===== config.mk =====
export PLATFORM = sky130hd
export DESIGN_NAME = spi_txn_sequencer
export DESIGN_NICKNAME = d
export VERILOG_FILES = /design/src/rtl/pkg_global.sv /design/src/rtl/spi_seq_tx_mux.sv /design/src/rtl/spi_txn_sequencer.sv
export SDC_FILE = /design/constraint.sdc
export NUM_CORES = 1
export LEC_CHECK = 0
export BUFFER_PORTS_ARGS = -buffer_cell sky130_fd_sc_hd__buf_4
export CORE_ASPECT_RATIO = 0.8
export CORE_MARGIN = 2
export CORE_UTILIZATION = 41
export DETAILED_ROUTE_END_ITERATION = 10
export GPL_TIMING_DRIVEN = 0
export PLACE_DENSITY = 0.73
export SETUP_SLACK_MARGIN = 0.05
export SYNTH_ARGS = -nofsm -noshare
export SYNTH_HDL_FRONTEND = slang
export SYNTH_SLANG_ARGS = --single-unit
export TNS_END_PERCENT = 30

===== constraint.sdc =====
create_clock -name clk_i -period 1.7 [get_ports clk_i]
set_clock_uncertainty 0.05 [all_clocks]
set_input_delay 0.17 -clock clk_i [delete_from_list [all_inputs] [get_ports clk_i]]
set_output_delay 0.17 -clock clk_i [all_outputs]
set_load 0.005 [all_outputs]

===== src/rtl/pkg_global.sv =====
// -----------------------------------------------------------------------------
// pkg_global
// Shared definitions for the SPI transaction sequencer:
//   - bit positions of the fields in the 32-bit control word
//   - ctrl_word_t : packed view of the control word, LSB = send
//   - seq_state_t : sequencer FSM states
//   - decode_ctrl : builds a ctrl_word_t from a raw control word
// -----------------------------------------------------------------------------
package pkg_global;

  localparam int CTRL_SEND_BIT    = 0;
  localparam int CTRL_CS_CTRL_BIT = 1;
  localparam int CTRL_ALL_1S_BIT  = 2;
  localparam int CTRL_ALL_0S_BIT  = 3;
  localparam int CTRL_N_TX_LSB    = 4;
  localparam int CTRL_N_TX_MSB    = 12;
  localparam int CTRL_N_RX_LSB    = 16;
  localparam int CTRL_N_RX_MSB    = 25;

  // Field order is MSB first so the packed layout matches the register map.
  typedef struct packed {
    logic [5:0] rsvd_hi;   // [31:26]
    logic [9:0] n_rx_end;  // [25:16]
    logic [2:0] rsvd_mid;  // [15:13]
    logic [8:0] n_tx_end;  // [12:4]
    logic       all_0s;    // [3]
    logic       all_1s;    // [2]
    logic       cs_ctrl;   // [1]
    logic       send;      // [0]
  } ctrl_word_t;

  typedef enum logic [2:0] {
    IDLE  = 3'd0,
    FETCH = 3'd1,
    START = 3'd2,
    WAIT  = 3'd3,
    END   = 3'd4
  } seq_state_t;

  function automatic ctrl_word_t decode_ctrl(input logic [31:0] word);
    ctrl_word_t c;
    c          = '0;
    c.send     = word[CTRL_SEND_BIT];
    c.cs_ctrl  = word[CTRL_CS_CTRL_BIT];
    c.all_1s   = word[CTRL_ALL_1S_BIT];
    c.all_0s   = word[CTRL_ALL_0S_BIT];
    c.n_tx_end = word[CTRL_N_TX_MSB:CTRL_N_TX_LSB];
    c.n_rx_end = word[CTRL_N_RX_MSB:CTRL_N_RX_LSB];
    return c;
  endfunction

endpackage


===== src/rtl/spi_seq_tx_mux.sv =====
// -----------------------------------------------------------------------------
// spi_seq_tx_mux
// Combinational source select for the byte handed to the SPI engine.
//   all_1s   in  1  force 8'hFF (wins over all_0s)
//   all_0s   in  1  force 8'h00
//   buf_data in  8  TX buffer read data
//   tx_byte  out 8  selected byte
// -----------------------------------------------------------------------------
module spi_seq_tx_mux (
  input  logic       all_1s,
  input  logic       all_0s,
  input  logic [7:0] buf_data,
  output logic [7:0] tx_byte
);

  // Per bit: all_1s forces a one; otherwise all_0s masks the buffer bit.
  genvar gi;
  generate
    for (gi = 0; gi < 8; gi++) begin : g_bit
      assign tx_byte[gi] = all_1s | (~all_0s & buf_data[gi]);
    end
  endgenerate

endmodule


===== src/rtl/spi_txn_sequencer.sv =====
// -----------------------------------------------------------------------------
// spi_txn_sequencer
// Runs one SPI burst described by the control word: fetches each byte from the
// TX buffer, hands it to the byte engine, writes the received byte to the RX
// buffer and reports the running count back to the control register.
//
// Ports:
//   clk_i, rst_i (async, active-high)
//   ctrl_i      control word (send, cs_ctrl, all_1s, all_0s, n_tx_end, n_rx_end)
//   proccess_o  one-cycle strobe at transaction end
//   we_rx_o / rx_count_o   running received-byte count write port
//   start_o / tx_byte_o    byte engine start and data
//   done_i / rx_byte_i     byte engine completion and received data
//   tx_addr_o / tx_data_i  TX buffer read port (1-cycle latency)
//   rx_addr_o / rx_we_o / rx_data_o  RX buffer write port
//   cs_o, busy_o, error_o
//
// Optional: define SPI_SEQ_TIMEOUT_EN to abort a byte that takes TIMEOUT
// cycles; otherwise error_o is tied low and WAIT has no limit.
// -----------------------------------------------------------------------------
module spi_txn_sequencer #(
  parameter int   ADDR_W    = 9,
  parameter logic CS_ACTIVE = 1'b0,
  parameter int   TIMEOUT   = 1024
) (
  input  logic              clk_i,
  input  logic              rst_i,
  input  logic [31:0]       ctrl_i,
  output logic              proccess_o,
  output logic              we_rx_o,
  output logic [9:0]        rx_count_o,
  output logic              start_o,
  output logic [7:0]        tx_byte_o,
  input  logic              done_i,
  input  logic [7:0]        rx_byte_i,
  output logic [ADDR_W-1:0] tx_addr_o,
  input  logic [7:0]        tx_data_i,
  output logic [ADDR_W-1:0] rx_addr_o,
  output logic              rx_we_o,
  output logic [7:0]        rx_data_o,
  output logic              cs_o,
  output logic              busy_o,
  output logic              error_o
);

  import pkg_global::*;

  seq_state_t        state_reg, state_next;
  ctrl_word_t        ctrl_reg, ctrl_next;
  logic [ADDR_W-1:0] idx_reg, idx_next;
  logic              cs_reg, cs_next;
  logic [9:0]        rx_count_reg, rx_count_next;
  logic              we_rx_reg, we_rx_next;
  // Set for the first IDLE cycle after END so a send bit the register has not
  // yet cleared cannot restart the burst back-to-back.
  logic              skip_reg, skip_next;
  logic              timed_out;

`ifdef SPI_SEQ_TIMEOUT_EN
  localparam int TMO_W = (TIMEOUT > 2) ? $clog2(TIMEOUT) : 1;
  logic [TMO_W-1:0] tmo_cnt_reg, tmo_cnt_next;
  logic             error_reg, error_next;

  assign timed_out = error_reg;
  assign error_o   = error_reg;
`else
  localparam int UNUSED_TIMEOUT = TIMEOUT;

  assign timed_out = 1'b0;
  assign error_o   = 1'b0;
`endif

  // n_rx_end and the reserved bits are carried in the latch but not acted on.
  logic unused_ctrl;
  assign unused_ctrl = ^{ctrl_reg.n_rx_end, ctrl_reg.rsvd_hi, ctrl_reg.rsvd_mid, ctrl_reg.send};

  always_ff @(posedge clk_i or posedge rst_i) begin
    if (rst_i) begin
      state_reg    <= IDLE;
      ctrl_reg     <= '0;
      idx_reg      <= '0;
      cs_reg       <= ~CS_ACTIVE;
      rx_count_reg <= '0;
      we_rx_reg    <= 1'b0;
      skip_reg     <= 1'b0;
`ifdef SPI_SEQ_TIMEOUT_EN
      tmo_cnt_reg  <= '0;
      error_reg    <= 1'b0;
`endif
    end else begin
      state_reg    <= state_next;
      ctrl_reg     <= ctrl_next;
      idx_reg      <= idx_next;
      cs_reg       <= cs_next;
      rx_count_reg <= rx_count_next;
      we_rx_reg    <= we_rx_next;
      skip_reg     <= skip_next;
`ifdef SPI_SEQ_TIMEOUT_EN
      tmo_cnt_reg  <= tmo_cnt_next;
      error_reg    <= error_next;
`endif
    end
  end

  always_comb begin
    state_next    = state_reg;
    ctrl_next     = ctrl_reg;
    idx_next      = idx_reg;
    cs_next       = cs_reg;
    rx_count_next = rx_count_reg;
    we_rx_next    = 1'b0;
    skip_next     = 1'b0;
    start_o       = 1'b0;
    proccess_o    = 1'b0;
    rx_we_o       = 1'b0;
`ifdef SPI_SEQ_TIMEOUT_EN
    tmo_cnt_next  = '0;
    error_next    = error_reg;
`endif

    case (state_reg)
      IDLE: begin
        if (ctrl_i[CTRL_SEND_BIT] && !skip_reg) begin
          ctrl_next  = decode_ctrl(ctrl_i);
          idx_next   = '0;
          cs_next    = CS_ACTIVE;
          state_next = FETCH;
`ifdef SPI_SEQ_TIMEOUT_EN
          error_next = 1'b0;
`endif
        end
      end

      // Address is on tx_addr_o this cycle; data arrives in START.
      FETCH: state_next = START;

      START: begin
        start_o    = 1'b1;
        state_next = WAIT;
      end

      WAIT: begin
`ifdef SPI_SEQ_TIMEOUT_EN
        tmo_cnt_next = tmo_cnt_reg + TMO_W'(1);
`endif
        if (done_i) begin
          rx_we_o       = 1'b1;
          we_rx_next    = 1'b1;
          rx_count_next = 10'(idx_reg) + 10'd1;
          if (idx_reg == ADDR_W'(ctrl_reg.n_tx_end)) begin
            state_next = END;
          end else begin
            idx_next   = idx_reg + ADDR_W'(1);
            state_next = FETCH;
          end
        end
`ifdef SPI_SEQ_TIMEOUT_EN
        else if (tmo_cnt_reg == TMO_W'(TIMEOUT - 1)) begin
          error_next = 1'b1;
          state_next = END;
        end
`endif
      end

      END: begin
        proccess_o = 1'b1;
        skip_next  = 1'b1;
        // A timed-out burst always releases chip select.
        cs_next    = (ctrl_reg.cs_ctrl && !timed_out) ? CS_ACTIVE : ~CS_ACTIVE;
        state_next = IDLE;
      end

      default: state_next = IDLE;
    endcase
  end

  spi_seq_tx_mux u_tx_mux (
    .all_1s   (ctrl_reg.all_1s),
    .all_0s   (ctrl_reg.all_0s),
    .buf_data (tx_data_i),
    .tx_byte  (tx_byte_o)
  );

  assign tx_addr_o  = idx_reg;
  assign rx_addr_o  = idx_reg;
  assign rx_data_o  = rx_byte_i;
  assign cs_o       = cs_reg;
  assign busy_o     = (state_reg != IDLE);
  assign we_rx_o    = we_rx_reg;
  assign rx_count_o = rx_count_reg;

endmodule


==> results of run 1 <==
-- worst max-delay path: stages (launching register included) --
cell and delay, ns:
sky130_fd_sc_hd__dfrtp_1 0.39, sky130_fd_sc_hd__or4b_4 0.55, sky130_fd_sc_hd__a21oi_4 0.19, sky130_fd_sc_hd__nand2_4 0.08, sky130_fd_sc_hd__clkinv_4 0.06, sky130_fd_sc_hd__buf_8 0.09, sky130_fd_sc_hd__buf_6 0.08
-- cells in the final DEF, fill, tap and decap left out, types with 4 or more instances in the layout --
| cell type | Yosys | final |
|---|---|---|
| sky130_fd_sc_hd__dfrtp_2 | 0 | 6 |
| sky130_fd_sc_hd__a21o_1 | 8 | 8 |
| sky130_fd_sc_hd__nor2_1 | 19 | 16 |
| sky130_fd_sc_hd__a31oi_1 | 6 | 6 |
| sky130_fd_sc_hd__o21ai_0 | 9 | 6 |
| sky130_fd_sc_hd__nand2_1 | 8 | 8 |
| sky130_fd_sc_hd__clkbuf_8 | 0 | 8 |
| sky130_fd_sc_hd__xor2_1 | 13 | 11 |
| sky130_fd_sc_hd__nand3_1 | 4 | 4 |
| sky130_fd_sc_hd__mux2_2 | 13 | 12 |
| sky130_fd_sc_hd__inv_1 | 4 | 4 |
| sky130_fd_sc_hd__buf_6 | 2 | 6 |
| sky130_fd_sc_hd__buf_4 | 19 | 105 |
| sky130_fd_sc_hd__a22o_1 | 7 | 7 |
| sky130_fd_sc_hd__dfrtp_1 | 36 | 30 |
| sky130_fd_sc_hd__a21oi_1 | 7 | 7 |
-- final timing paths --
kind,from,end,depth (start not counted)
worst max-delay path,state_reg[0],rx_we_o,6
worst min-delay path,rst_i,skip_reg,2
worst max register to register,state_reg[0],rx_addr_o[4],6
worst min register to register,ctrl_reg[1],cs_o,1
max in group asynchronous,rst_i,rx_addr_o[1],2
min in group clk_i,ctrl_i[6],ctrl_reg[6],2
-- cell type report --
type	instances	area, um2	area share [%]
Multi-Input combinational cell	125	940	31.1
Timing Repair Buffer	93	737	24.4
Buffer	26	209	6.92
Clock buffer	7	96.3	3.19
Clock inverter	1	5.00	0.166
Tap cell	60	75.1	2.49
Sequential cell	37	935	30.9
Inverter	5	23.8	0.787
-- power by group through the flow --
stage	combinational (uW)	sequential, uW	clock, uW
floorplan	1180	1420	0
global placement	1850	1450	0
detailed placement	1880	1460	0
CTS	2200	1430	688
global route	2470	1460	730
finish	2280	1420	673
-- logic make-up (layout without fill, tap and decap cells) --
family | Yosys count | count (layout)
flip-flops | 37 | 37
AND/OR/NAND/NOR | 53 | 53
adder cells (fa/ha/maj) | 1 | 1
AO/OA/AOI/OAI | 40 | 40
buffers and inverters | 33 | 132
XOR/XNOR | 16 | 16
other | 1 | 1
multiplexers | 14 | 14
-- per-layer routing --
layer	share of wire, %	up-vias	wire (um)	global-route usage (%)
met4	1.3	0	65	5.94
met3	8.7	8	428	5.20
met2	48	88	2350	25.7
met1	42	838	2090	24.1
met5	0	-	0	0
li1	-	846	-	-
-- repair_timing --
| item | CTS | global route |
|---|---|---|
| endpoints found under the hold margin | 0 | 0 |
| endpoints found under the setup margin | 36 | 39 |
| gates cloned | 1 | 0 |
| resized for setup | 15 | 10 |
| pin swaps | 12 | 6 |
| setup buffers | 12 | 7 |
-- metrics by stage --
| step | hold WS (ns) | setup TNS, ns | setup WS [ns] | cells |
|---|---|---|---|---|
| floorplan | 0.270 | -2.56 | -0.208 | 195 |
| global placement | 0.353 | -7.15 | -0.441 | 328 |
| detailed placement | 0.357 | -7.25 | -0.428 | 329 |
| CTS | 0.0518 | -6.49 | -0.334 | 350 |
| global route | 0.0481 | -6.98 | -0.331 | 354 |
| finish | 0.0217 | -4.44 | -0.252 | 354 |
==> flow_metrics.env, run 1 <==
export IMPL_outcome="finished, violations left"
export IMPL_violations="setup timing"
export IMPL_first_pass_grt_wire_length_mm=7.60
export IMPL_crit_path_required_time_ns=1.48
export IMPL_post_dp_hpwl_mm=3.31
export IMPL_firstDrtPassIters=4
export IMPL_power_per_cell_area_mw_per_mm2=1450
export IMPL_fraction_of_the_mapped_netlist_area_in_simple_logic_gates_pct=14.8
export IMPL_synth_top_family_by_area="simple AND/OR/NAND/NOR gates"
export IMPL_net_switching_share_of_the_total_power_pct=35.1
export IMPL_filler_cell_count=393
export IMPL_cts_buf_count=5
export IMPL_seq_area_frac_synth_pct=45.5
export IMPL_overall_power_uw=4370
export IMPL_synth_top_cells_by_count="sky130_fd_sc_hd__dfrtp_1 (36), sky130_fd_sc_hd__buf_4 (19), sky130_fd_sc_hd__nor2_1 (19), sky130_fd_sc_hd__mux2_2 (13), sky130_fd_sc_hd__xor2_1 (13)"
export IMPL_ir_drop_mv=0.803
export IMPL_dpl_instance_area_mm2=0.00273
export IMPL_period_share_pct=115
export IMPL_clock_tree_buffer_depth=2
export IMPL_drc_markers=0
export IMPL_antenna_found_initial=0
export IMPL_layout_cell_area_non_filler_mm2=0.00302
export IMPL_num_antenna_cells=0
export IMPL_setup_viol_count_final=33
export IMPL_cts_hold_repair_buffers=0
export IMPL_htreeDepth=2
export IMPL_post_route_cells_drive_above_1_share_pct=55.8
export IMPL_total_leakage_power_uw=0.00157
export IMPL_die_height_um=67.1
export IMPL_synthesis_area_mm2=0.00204
export IMPL_coreArea_mm2=0.00468
export IMPL_setup_repair_after_global_routing_missed_its_margin="yes"
export IMPL_detail_route_iter0_violations=116
export IMPL_power_sequential_fraction_pct=32.4
export IMPL_start_util_pct=43.6
export IMPL_io_pins=102
export IMPL_finalHoldViolations=0
export IMPL_pin_count_of_the_biggest_net_entering_global_routing=23
export IMPL_track_usage_pct=17.3
export IMPL_worstSetupStartpointType="flop"
export IMPL_largest_reg_flops=12
export IMPL_min_path_type="primary input to async pin"
export IMPL_finalCriticalPeriod_ns=1.95
export IMPL_worst_setup_path_end_kind="output pin"
export IMPL_dr_total_vias=1780
export IMPL_layout_nets=345
export IMPL_p_sw_uw=1530
export IMPL_drt_antenna_violating_nets=0
export IMPL_clkLatencyLatePin_ns=0.29
export IMPL_timing_slew_headroom_pct=40.7
export IMPL_adder_cell_fraction_of_synth_area_pct=0.613
export IMPL_synth_top_cells_by_area="sky130_fd_sc_hd__dfrtp_1 (44%), sky130_fd_sc_hd__mux2_2 (7.2%), sky130_fd_sc_hd__buf_4 (7.0%)"
export IMPL_std_cell_rows=22
export IMPL_avgSynthCellArea_um2=10.5
export IMPL_gp_routability_congestion=0.823
export IMPL_maxClockFrequency_ghz=0.512
export IMPL_yosysMostFrequentCell="sky130_fd_sc_hd__dfrtp_1"
export IMPL_total_wire_length_after_detailed_routing_mm=4.93
export IMPL_post_synth_inst_count=195
export IMPL_fin_util_pct=64.5
export IMPL_path_max_fanout=2
export IMPL_grt_pass1_vias=1577
export IMPL_port_buffers=73
export IMPL_cp_arrival_ns=1.73
export IMPL_clkSinkCount=37
export IMPL_die_w_um=82.9
export IMPL_setup_reg_to_reg_worst_slack_ns=-0.23
export IMPL_synth_xor_xnor_area_share_pct=6.87
export IMPL_cap_violations=0
export IMPL_yosys_register_bits=37
export IMPL_yosys_warnings=0
export IMPL_root_buffer="sky130_fd_sc_hd__clkbuf_8"
export IMPL_power_share_combinational_pct=52.2
export IMPL_reg_clk_slew_reported_paths_ns=0.07
export IMPL_netlist_cell_type_count=43
export IMPL_flow_area_growth_from_synthesis_pct=48.1
export IMPL_synth_async_reset_ratio_pct=100
export IMPL_synth_compound_gate_area_share_pct=13.4
export IMPL_maxSlewViolCount=0
export IMPL_fp_dieArea_mm2=0.00556
export IMPL_ys_flop_type="sky130_fd_sc_hd__dfrtp_1"
export IMPL_crit_type="flop to output pin"
export IMPL_synth_area_mux_share_pct=7.91
export IMPL_setup_ws_ns=-0.252
export IMPL_worst_slew_pin_transition_ns=0.888
export IMPL_synthDominantAreaCellType="sky130_fd_sc_hd__dfrtp_1"
export IMPL_cellInternalPower_uw=2840
export IMPL_wl_per_cell_um=13.9
export IMPL_clock_tree_from_tritoncts="built"
export IMPL_synth_top_area_share_pct=44.2
export IMPL_synth_edff_count=0
export IMPL_grt_ovfl_total=0
export IMPL_power_clock_fraction_pct=15.4
export IMPL_synth_fp_nets=247
export IMPL_via_per_inst=5.03
Power figures use the tool's default switching activity.
==> run 2: changes to the inputs <==
--- a/config.mk
+++ b/config.mk
@@ -15,5 +15,6 @@
 export SETUP_SLACK_MARGIN = 0.05
 export SYNTH_ARGS = -nofsm -noshare
 export SYNTH_HDL_FRONTEND = slang
+export SYNTH_HIERARCHICAL = 1
 export SYNTH_SLANG_ARGS = --single-unit
 export TNS_END_PERCENT = 30
==> run 2 against run 1 <==
Net effect:
- the run ends with hold timing, setup timing left
- power down 0.95%
- first-iteration DRC count fell by 10%
- wire length decreased by 2.9%
- cell area down 1.8%
- via count is 3.3% lower
- count of clock-buffer cells in the layout did not move
- largest cell class is now multi-input gates
==> flow_metrics.env, run 2 <==
export IMPL_clock_tree_from_tritoncts="built"
export IMPL_pin_count_of_the_biggest_net_entering_global_routing=38
export IMPL_holdWs_ns=-0.00990
export IMPL_layout_cell_area_non_filler_mm2=0.00297
export IMPL_clkSinkCount=37
export IMPL_ir_drop_mv=0.716
export IMPL_dpl_instance_area_mm2=0.00261
export IMPL_wl_per_cell_um=13.7
export IMPL_setup_ws_ns=-0.00104
export IMPL_avgSynthCellArea_um2=10.4
export IMPL_violations="hold timing, setup timing"
export IMPL_crit_path_required_time_ns=1.82
export IMPL_overall_power_uw=4330
export IMPL_finalHoldViolations=33
export IMPL_cp_slowest_stage_delay_ns=0.45
export IMPL_cellInternalPower_uw=2760
export IMPL_yosysMostFrequentCell="sky130_fd_sc_hd__dfrtp_1"
export IMPL_first_pass_grt_wire_length_mm=7.49
export IMPL_drc_markers=0
export IMPL_fp_dieArea_mm2=0.00541
export IMPL_largest_reg_flops=12
export IMPL_power_clock_fraction_pct=14.5
export IMPL_detail_route_iter0_violations=104
export IMPL_worst_slew_pin_transition_ns=0.797
export IMPL_grt_pass1_vias=1600
export IMPL_htreeDepth=2
export IMPL_std_cell_rows=22
export IMPL_cts_hold_repair_buffers=0
export IMPL_root_buffer="sky130_fd_sc_hd__clkbuf_8"
export IMPL_p_sw_uw=1570
export IMPL_total_leakage_power_uw=0.00150
export IMPL_post_dp_hpwl_mm=3.39
export IMPL_dr_total_vias=1721
export IMPL_power_sequential_fraction_pct=33.5
export IMPL_setup_tns_ns=-0.00169
export IMPL_crit_path_top_delay_cell="sky130_fd_sc_hd__dfrtp_2"
export IMPL_min_path_type="primary input to async pin"
export IMPL_die_w_um=81.7
export IMPL_yosys_warnings=6
export IMPL_num_antenna_cells=0
export IMPL_setup_reg_to_reg_worst_slack_ns=-0.001
export IMPL_firstDrtPassIters=4
export IMPL_layout_nets=341
export IMPL_worst_r2r_endpoint="rx_addr_o[3]"
export IMPL_maxClockFrequency_ghz=0.588
export IMPL_drt_antenna_violating_nets=0
export IMPL_clkLatencyLatePin_ns=0.29
export IMPL_ys_flop_type="sky130_fd_sc_hd__dfrtp_1"
export IMPL_outcome="finished, violations left"
export IMPL_synth_top_area_share_pct=45.5
export IMPL_die_height_um=66.2
export IMPL_cp_arrival_ns=1.82
export IMPL_power_share_combinational_pct=52.0
export IMPL_gp_routability_congestion=0.797
export IMPL_synthDominantAreaCellType="sky130_fd_sc_hd__dfrtp_1"
export IMPL_via_per_inst=4.93
export IMPL_synthesis_area_mm2=0.00198
export IMPL_synth_async_reset_ratio_pct=100
export IMPL_setup_repair_after_global_routing_missed_its_margin="yes"
export IMPL_reg_clk_slew_reported_paths_ns=0.07
export IMPL_yosys_register_bits=37
export IMPL_post_synth_inst_count=191
export IMPL_finalCriticalPeriod_ns=1.70
export IMPL_clock_tree_buffer_depth=2
export IMPL_total_wire_length_after_detailed_routing_mm=4.79
export IMPL_grt_ovfl_total=0
export IMPL_synth_edff_count=0
export IMPL_track_usage_pct=18.0
export IMPL_period_share_pct=100
export IMPL_net_switching_share_of_the_total_power_pct=36.2
export IMPL_coreArea_mm2=0.00462
export IMPL_seq_area_frac_synth_pct=46.8
export IMPL_r2r_worst_path_cells=5
export IMPL_port_buffers=73
export IMPL_synth_top_cells_by_count="sky130_fd_sc_hd__dfrtp_1 (36), sky130_fd_sc_hd__buf_4 (18), sky130_fd_sc_hd__nand2_1 (13), sky130_fd_sc_hd__xor2_1 (12)"
export IMPL_setup_viol_count_final=2
export IMPL_fin_util_pct=64.1
export IMPL_worst_setup_path_end_kind="flop"
export IMPL_worstSetupStartpointType="flop"
export IMPL_path_max_fanout=8
export IMPL_final_common_cell="sky130_fd_sc_hd__buf_4"
export IMPL_synth_fp_nets=243
export IMPL_maxSlewViolCount=0
export IMPL_crit_path_cell_trace="xor2_2, nor4_4, nand3_4, and2_4, a211o_1"
export IMPL_cts_buf_count=5
export IMPL_synth_top_cells_by_area="sky130_fd_sc_hd__dfrtp_1 (45%), sky130_fd_sc_hd__buf_4 (6.8%), sky130_fd_sc_hd__mux2_2 (6.3%)"
export IMPL_cap_violations=0
export IMPL_crit_type="flop to flop"
export IMPL_post_route_cells_drive_above_1_share_pct=57.4
export IMPL_pre_cts_ws_ns=-0.350
export IMPL_timing_slew_headroom_pct=46.8
export IMPL_most_common_layout_cells="sky130_fd_sc_hd__buf_4 (113), sky130_fd_sc_hd__dfrtp_1 (29), sky130_fd_sc_hd__nand2_1 (12)"
export IMPL_r2r_start="rx_addr_o[1]"
export IMPL_power_per_cell_area_mw_per_mm2=1460
export IMPL_io_pins=102
export IMPL_start_util_pct=42.9
export IMPL_netlist_cell_type_count=42
export IMPL_antenna_found_initial=0
export IMPL_flow_area_growth_from_synthesis_pct=49.6
## run 2: cell types whose count changed in the layout (fill, tap and decap cells not counted), sizes merged, moves of 2 or more
cell | before | now
o21ai | 9 | 15
nand2 | 9 | 13
nor2b | 1 | 3
a21oi | 8 | 3
nor2 | 19 | 12
## run 2: how the worst max path moves through the flow
stage	start	endpoint	slack (ns)	cells past startpoint
after floorplan	rx_addr_o[0]	rx_addr_o[0]	-0.16	6
after global placement	rx_addr_o[2]	rx_addr_o[0]	-0.33	6
after detailed placement	rx_addr_o[1]	rx_addr_o[0]	-0.35	6
after CTS	rx_addr_o[0]	rx_addr_o[0]	-0.03	5
after global routing	rx_addr_o[1]	rx_addr_o[0]	-0.06	5
final	rx_addr_o[1]	rx_addr_o[3]	-0.001	5
## run 2: critical path: cells and delay by family (launching register included)
kind             cells  cell delay [ns]
AND/OR/NAND/NOR      3             0.66
XOR/XNOR             1             0.17
flip-flops           1             0.45
AO/OA/AOI/OAI        1             0.25
## run 2: stage by stage
step	cells	hold slack, ns
6_report	349	-0.00990
5_1_grt	349	0.0467
4_1_cts	342	0.0175
3_5_place_dp	324	0.326
3_3_place_gp	324	0.334
2_1_floorplan	191	0.252
## run 2: cell type report
cell class                      instances  area, um2
Sequential cell                        37        936
Fill cell                             403       1660
Inverter                                6       27.5
Tap cell                               60       75.1
Multi-Input combinational cell        121        945
Clock buffer                            7       86.3
Buffer                                 24        190
Timing Repair Buffer                   94        706
## run 2: cell families after synthesis
group           after synthesis  synth area share (%)
simple gates                 49                  13.8
compound gates               42                  14.0
flops                        37                  46.8
buf+inv                      33                  10.5
xor+xnor                     14                  6.19
mux                          14                  7.95
fa+ha+maj                     1                 0.631
other cells                   1                 0.189
## run 2: power groups by stage
| stage | clock [uW] | sequential [uW] | combinational [uW] |
|---|---|---|---|
| after global placement | 0 | 1450 | 1820 |
| after floorplan | 0 | 1410 | 1160 |
| after CTS | 636 | 1430 | 2080 |
| after global routing | 681 | 1500 | 2440 |
| final | 627 | 1450 | 2250 |
| after detailed placement | 0 | 1470 | 1850 |
## run 2: repair_timing
item                       4_1_cts  5_1_grt
setup endpoints to repair       30       28
setup buffers                   14        7
gates resized for setup         22       20
gates cloned                     0        0
pin swaps                        9        7
## run 2: routing by layer
layer  global-route usage, %  wire length [um]  part of all wire, %
met5                       0                 0                    0
met4                    3.96                41                 0.86
met3                    4.64               316                  6.6
met2                    30.3              2400                   50
met1                    23.3              2030                   42
==> run 3: changes to the inputs <==
--- a/config.mk
+++ b/config.mk
@@ -8,10 +8,11 @@
 export BUFFER_PORTS_ARGS = -buffer_cell sky130_fd_sc_hd__buf_4
 export CORE_ASPECT_RATIO = 0.8
 export CORE_MARGIN = 2
-export CORE_UTILIZATION = 41
+export CORE_UTILIZATION = 47
+export CTS_BUF_LIST = sky130_fd_sc_hd__clkbuf_8
 export DETAILED_ROUTE_END_ITERATION = 10
 export GPL_TIMING_DRIVEN = 0
-export PLACE_DENSITY = 0.73
+export PLACE_DENSITY = 0.79
 export SETUP_SLACK_MARGIN = 0.05
 export SYNTH_ARGS = -nofsm -noshare
 export SYNTH_HDL_FRONTEND = slang
==> constraint.sdc (replaced) <==
create_clock -name clk_i -period 1.8 [get_ports clk_i]
set_clock_uncertainty 0.05 [all_clocks]
set_input_delay 0.18 -clock clk_i [delete_from_list [all_inputs] [get_ports clk_i]]
set_output_delay 0.18 -clock clk_i [all_outputs]
set_load 0.005 [all_outputs]
==> run 3 against run 2 <==
Net effect:
- the run now ends clean
- wire length shrank 2.3%
- non-clock buffer count fell by 2
- clock power decreased by 8.3%
- sequential power shrank 7%
- combinational power is 8% lower
- hold slack better by 0.064 ns
- core utilization increased by 7.0 points
- cell area shrank 1.1%
==> flow_metrics.env, run 3 (same netlist as run 2, synthesis figures left out) <==
export IMPL_htreeDepth=2
export IMPL_std_cell_rows=21
export IMPL_port_buffers=73
export IMPL_fp_dieArea_mm2=0.00476
export IMPL_drt_antenna_violating_nets=0
export IMPL_worst_setup_path_end_kind="flop"
export IMPL_setup_tns_ns=0
export IMPL_cts_buf_count=5
export IMPL_placed_instances=322
export IMPL_reg_clk_slew_reported_paths_ns=0.07
export IMPL_clock_tree_from_tritoncts="built"
export IMPL_worstSetupStartpointType="flop"
export IMPL_ir_drop_mv=0.948
export IMPL_flow_area_growth_from_synthesis_pct=48.0
export IMPL_cp_slowest_stage_delay_ns=0.45
export IMPL_root_buffer="sky130_fd_sc_hd__clkbuf_8"
export IMPL_post_route_cells_drive_above_1_share_pct=53.1
export IMPL_setup_repair_after_global_routing_missed_its_margin="yes"
export IMPL_critical_path_top_delay_family="simple AND/OR/NAND/NOR gates"
export IMPL_fin_cells=345
export IMPL_largest_reg_flops=12
export IMPL_antenna_found_initial=0
export IMPL_die_w_um=76.6
export IMPL_net_switching_share_of_the_total_power_pct=36.1
export IMPL_timing_slew_headroom_pct=52.2
export IMPL_coreArea_mm2=0.00413
export IMPL_crit_type="flop to flop"
export IMPL_detail_route_iter0_violations=148
export IMPL_first_pass_grt_wire_length_mm=7.20
export IMPL_cp_arrival_ns=1.88
export IMPL_maxSlewViolCount=0
export IMPL_power_sequential_fraction_pct=33.8
export IMPL_final_common_cell="sky130_fd_sc_hd__buf_4"
export IMPL_critPathBufInv=0
export IMPL_clkLatencyLatePin_ns=0.29
export IMPL_power_clock_fraction_pct=14.3
export IMPL_p_sw_uw=1450
export IMPL_total_wire_length_after_detailed_routing_mm=4.68
export IMPL_num_antenna_cells=0
export IMPL_firstDrtPassIters=4
export IMPL_setup_viol_count_final=0
export IMPL_total_leakage_power_uw=0.00150
export IMPL_crit_cells=5
export IMPL_dr_total_vias=1708
export IMPL_clock_tree_buffer_depth=2
export IMPL_wl_per_cell_um=13.6
export IMPL_dpl_instance_area_mm2=0.00264
export IMPL_pin_count_of_the_biggest_net_entering_global_routing=22
export IMPL_grt_ovfl_total=0
export IMPL_period_share_pct=98.0
export IMPL_crit_path_top_delay_cell="sky130_fd_sc_hd__dfrtp_2"
export IMPL_via_per_inst=4.95
export IMPL_layout_nets=339
export IMPL_hold_path_depth=2
export IMPL_power_per_cell_area_mw_per_mm2=1370
export IMPL_crit_path_required_time_ns=1.92
export IMPL_path_max_fanout=8
export IMPL_finalCriticalPeriod_ns=1.76
export IMPL_grt_pass1_vias=1478
export IMPL_post_dp_hpwl_mm=3.33
export IMPL_cap_violations=0
export IMPL_io_pins=102
export IMPL_drc_markers=0
export IMPL_outcome="finished, final reports clean"
export IMPL_worst_slew_pin_transition_ns=0.715
export IMPL_finalHoldViolations=0
export IMPL_crit_path_cell_trace="xor2_2, nor4_4, nand3_4, and2_4, a211o_1"
export IMPL_holdWs_ns=0.0541
export IMPL_maxClockFrequency_ghz=0.567
export IMPL_start_util_pct=48.0
export IMPL_clkSinkCount=37
export IMPL_track_usage_pct=20.0
export IMPL_layout_cell_area_non_filler_mm2=0.00293
export IMPL_most_common_layout_cells="sky130_fd_sc_hd__buf_4 (109), sky130_fd_sc_hd__dfrtp_1 (32), sky130_fd_sc_hd__nand2_1 (12)"
export IMPL_gp_routability_congestion=0.809
export IMPL_die_height_um=62.1
export IMPL_min_path_type="primary input to flop"
export IMPL_cellInternalPower_uw=2560
export IMPL_power_share_combinational_pct=51.9
export IMPL_r2r_worst_path_cells=5
-- run 3: changes by cell type in the layout (fill, tap and decap cells not counted), sizes merged --
| cell | previous run | this run |
|---|---|---|
| clkbuf | 10 | 6 |
| dlygate4sd3 | 0 | 1 |
| inv | 5 | 7 |
-- run 3: worst reg2reg max path, delay by kind of cell, from the launching register on --
kind            cells  cell delay, ns
compound gates      1            0.30
xor+xnor            1            0.17
flops               1            0.45
simple gates        3            0.68
-- run 3: path summary, 6_finish.rpt --
kind,to,slack (ns),start
setup / recovery,rx_addr_o[3],0.04,rx_addr_o[1]
hold / removal,ctrl_reg[2],0.05,ctrl_i[2]
setup reg to reg,rx_addr_o[3],0.04,rx_addr_o[1]
hold reg to reg,cs_o,0.39,ctrl_reg[1]
max in group asynchronous,cs_o,0.56,rst_i
min in group asynchronous,ctrl_reg[10],0.51,rst_i
-- run 3: cell type report --
cell class / count / area, um2
buffer: 24 / 181
clock buffer: 6 / 82.6
clock inverter: 2 / 7.51
fill: 311 / 1190
inverter: 6 / 23.8
multi-input combinational: 121 / 917
sequential: 37 / 932
tap: 57 / 71.3
timing repair buffer: 92 / 717
-- run 3: stage by stage --
step / util (%) / worst slack (ns) / power, uW
floorplan: - / -0.0570 / 2430
global placement: 63.3 / -0.238 / 3080
detailed placement: 63.9 / -0.262 / 3150
CTS: 69.2 / 0.00394 / 3870
global route: 71.1 / -0.0160 / 4310
finish: 71.1 / 0.0362 / 4010
-- run 3: power groups by stage --
| stage | sequential (uW) | combinational [uW] | clock (uW) |
|---|---|---|---|
| detailed placement | 1390 | 1760 | 0 |
| floorplan | 1330 | 1100 | 0 |
| global placement | 1370 | 1710 | 0 |
| finish | 1350 | 2080 | 575 |
| CTS | 1350 | 1930 | 591 |
| global route | 1390 | 2280 | 642 |
-- run 3: per-layer routing --
layer	up-vias	GRT usage (%)	share of wire, %
met2	49	30.3	49
met5	-	0	0
li1	832	-	-
met1	820	27.2	44
met3	7	6.21	4.9
met4	0	9.09	1.6
-- run 3: repair_timing --
item                                    CTS  global route
hold buffers                              1             0
buffers inserted                         13             4
hold endpoints to repair                 16             0
pin swaps                                 5             8
endpoints found under the setup margin   27            21
resized for setup                        13            14
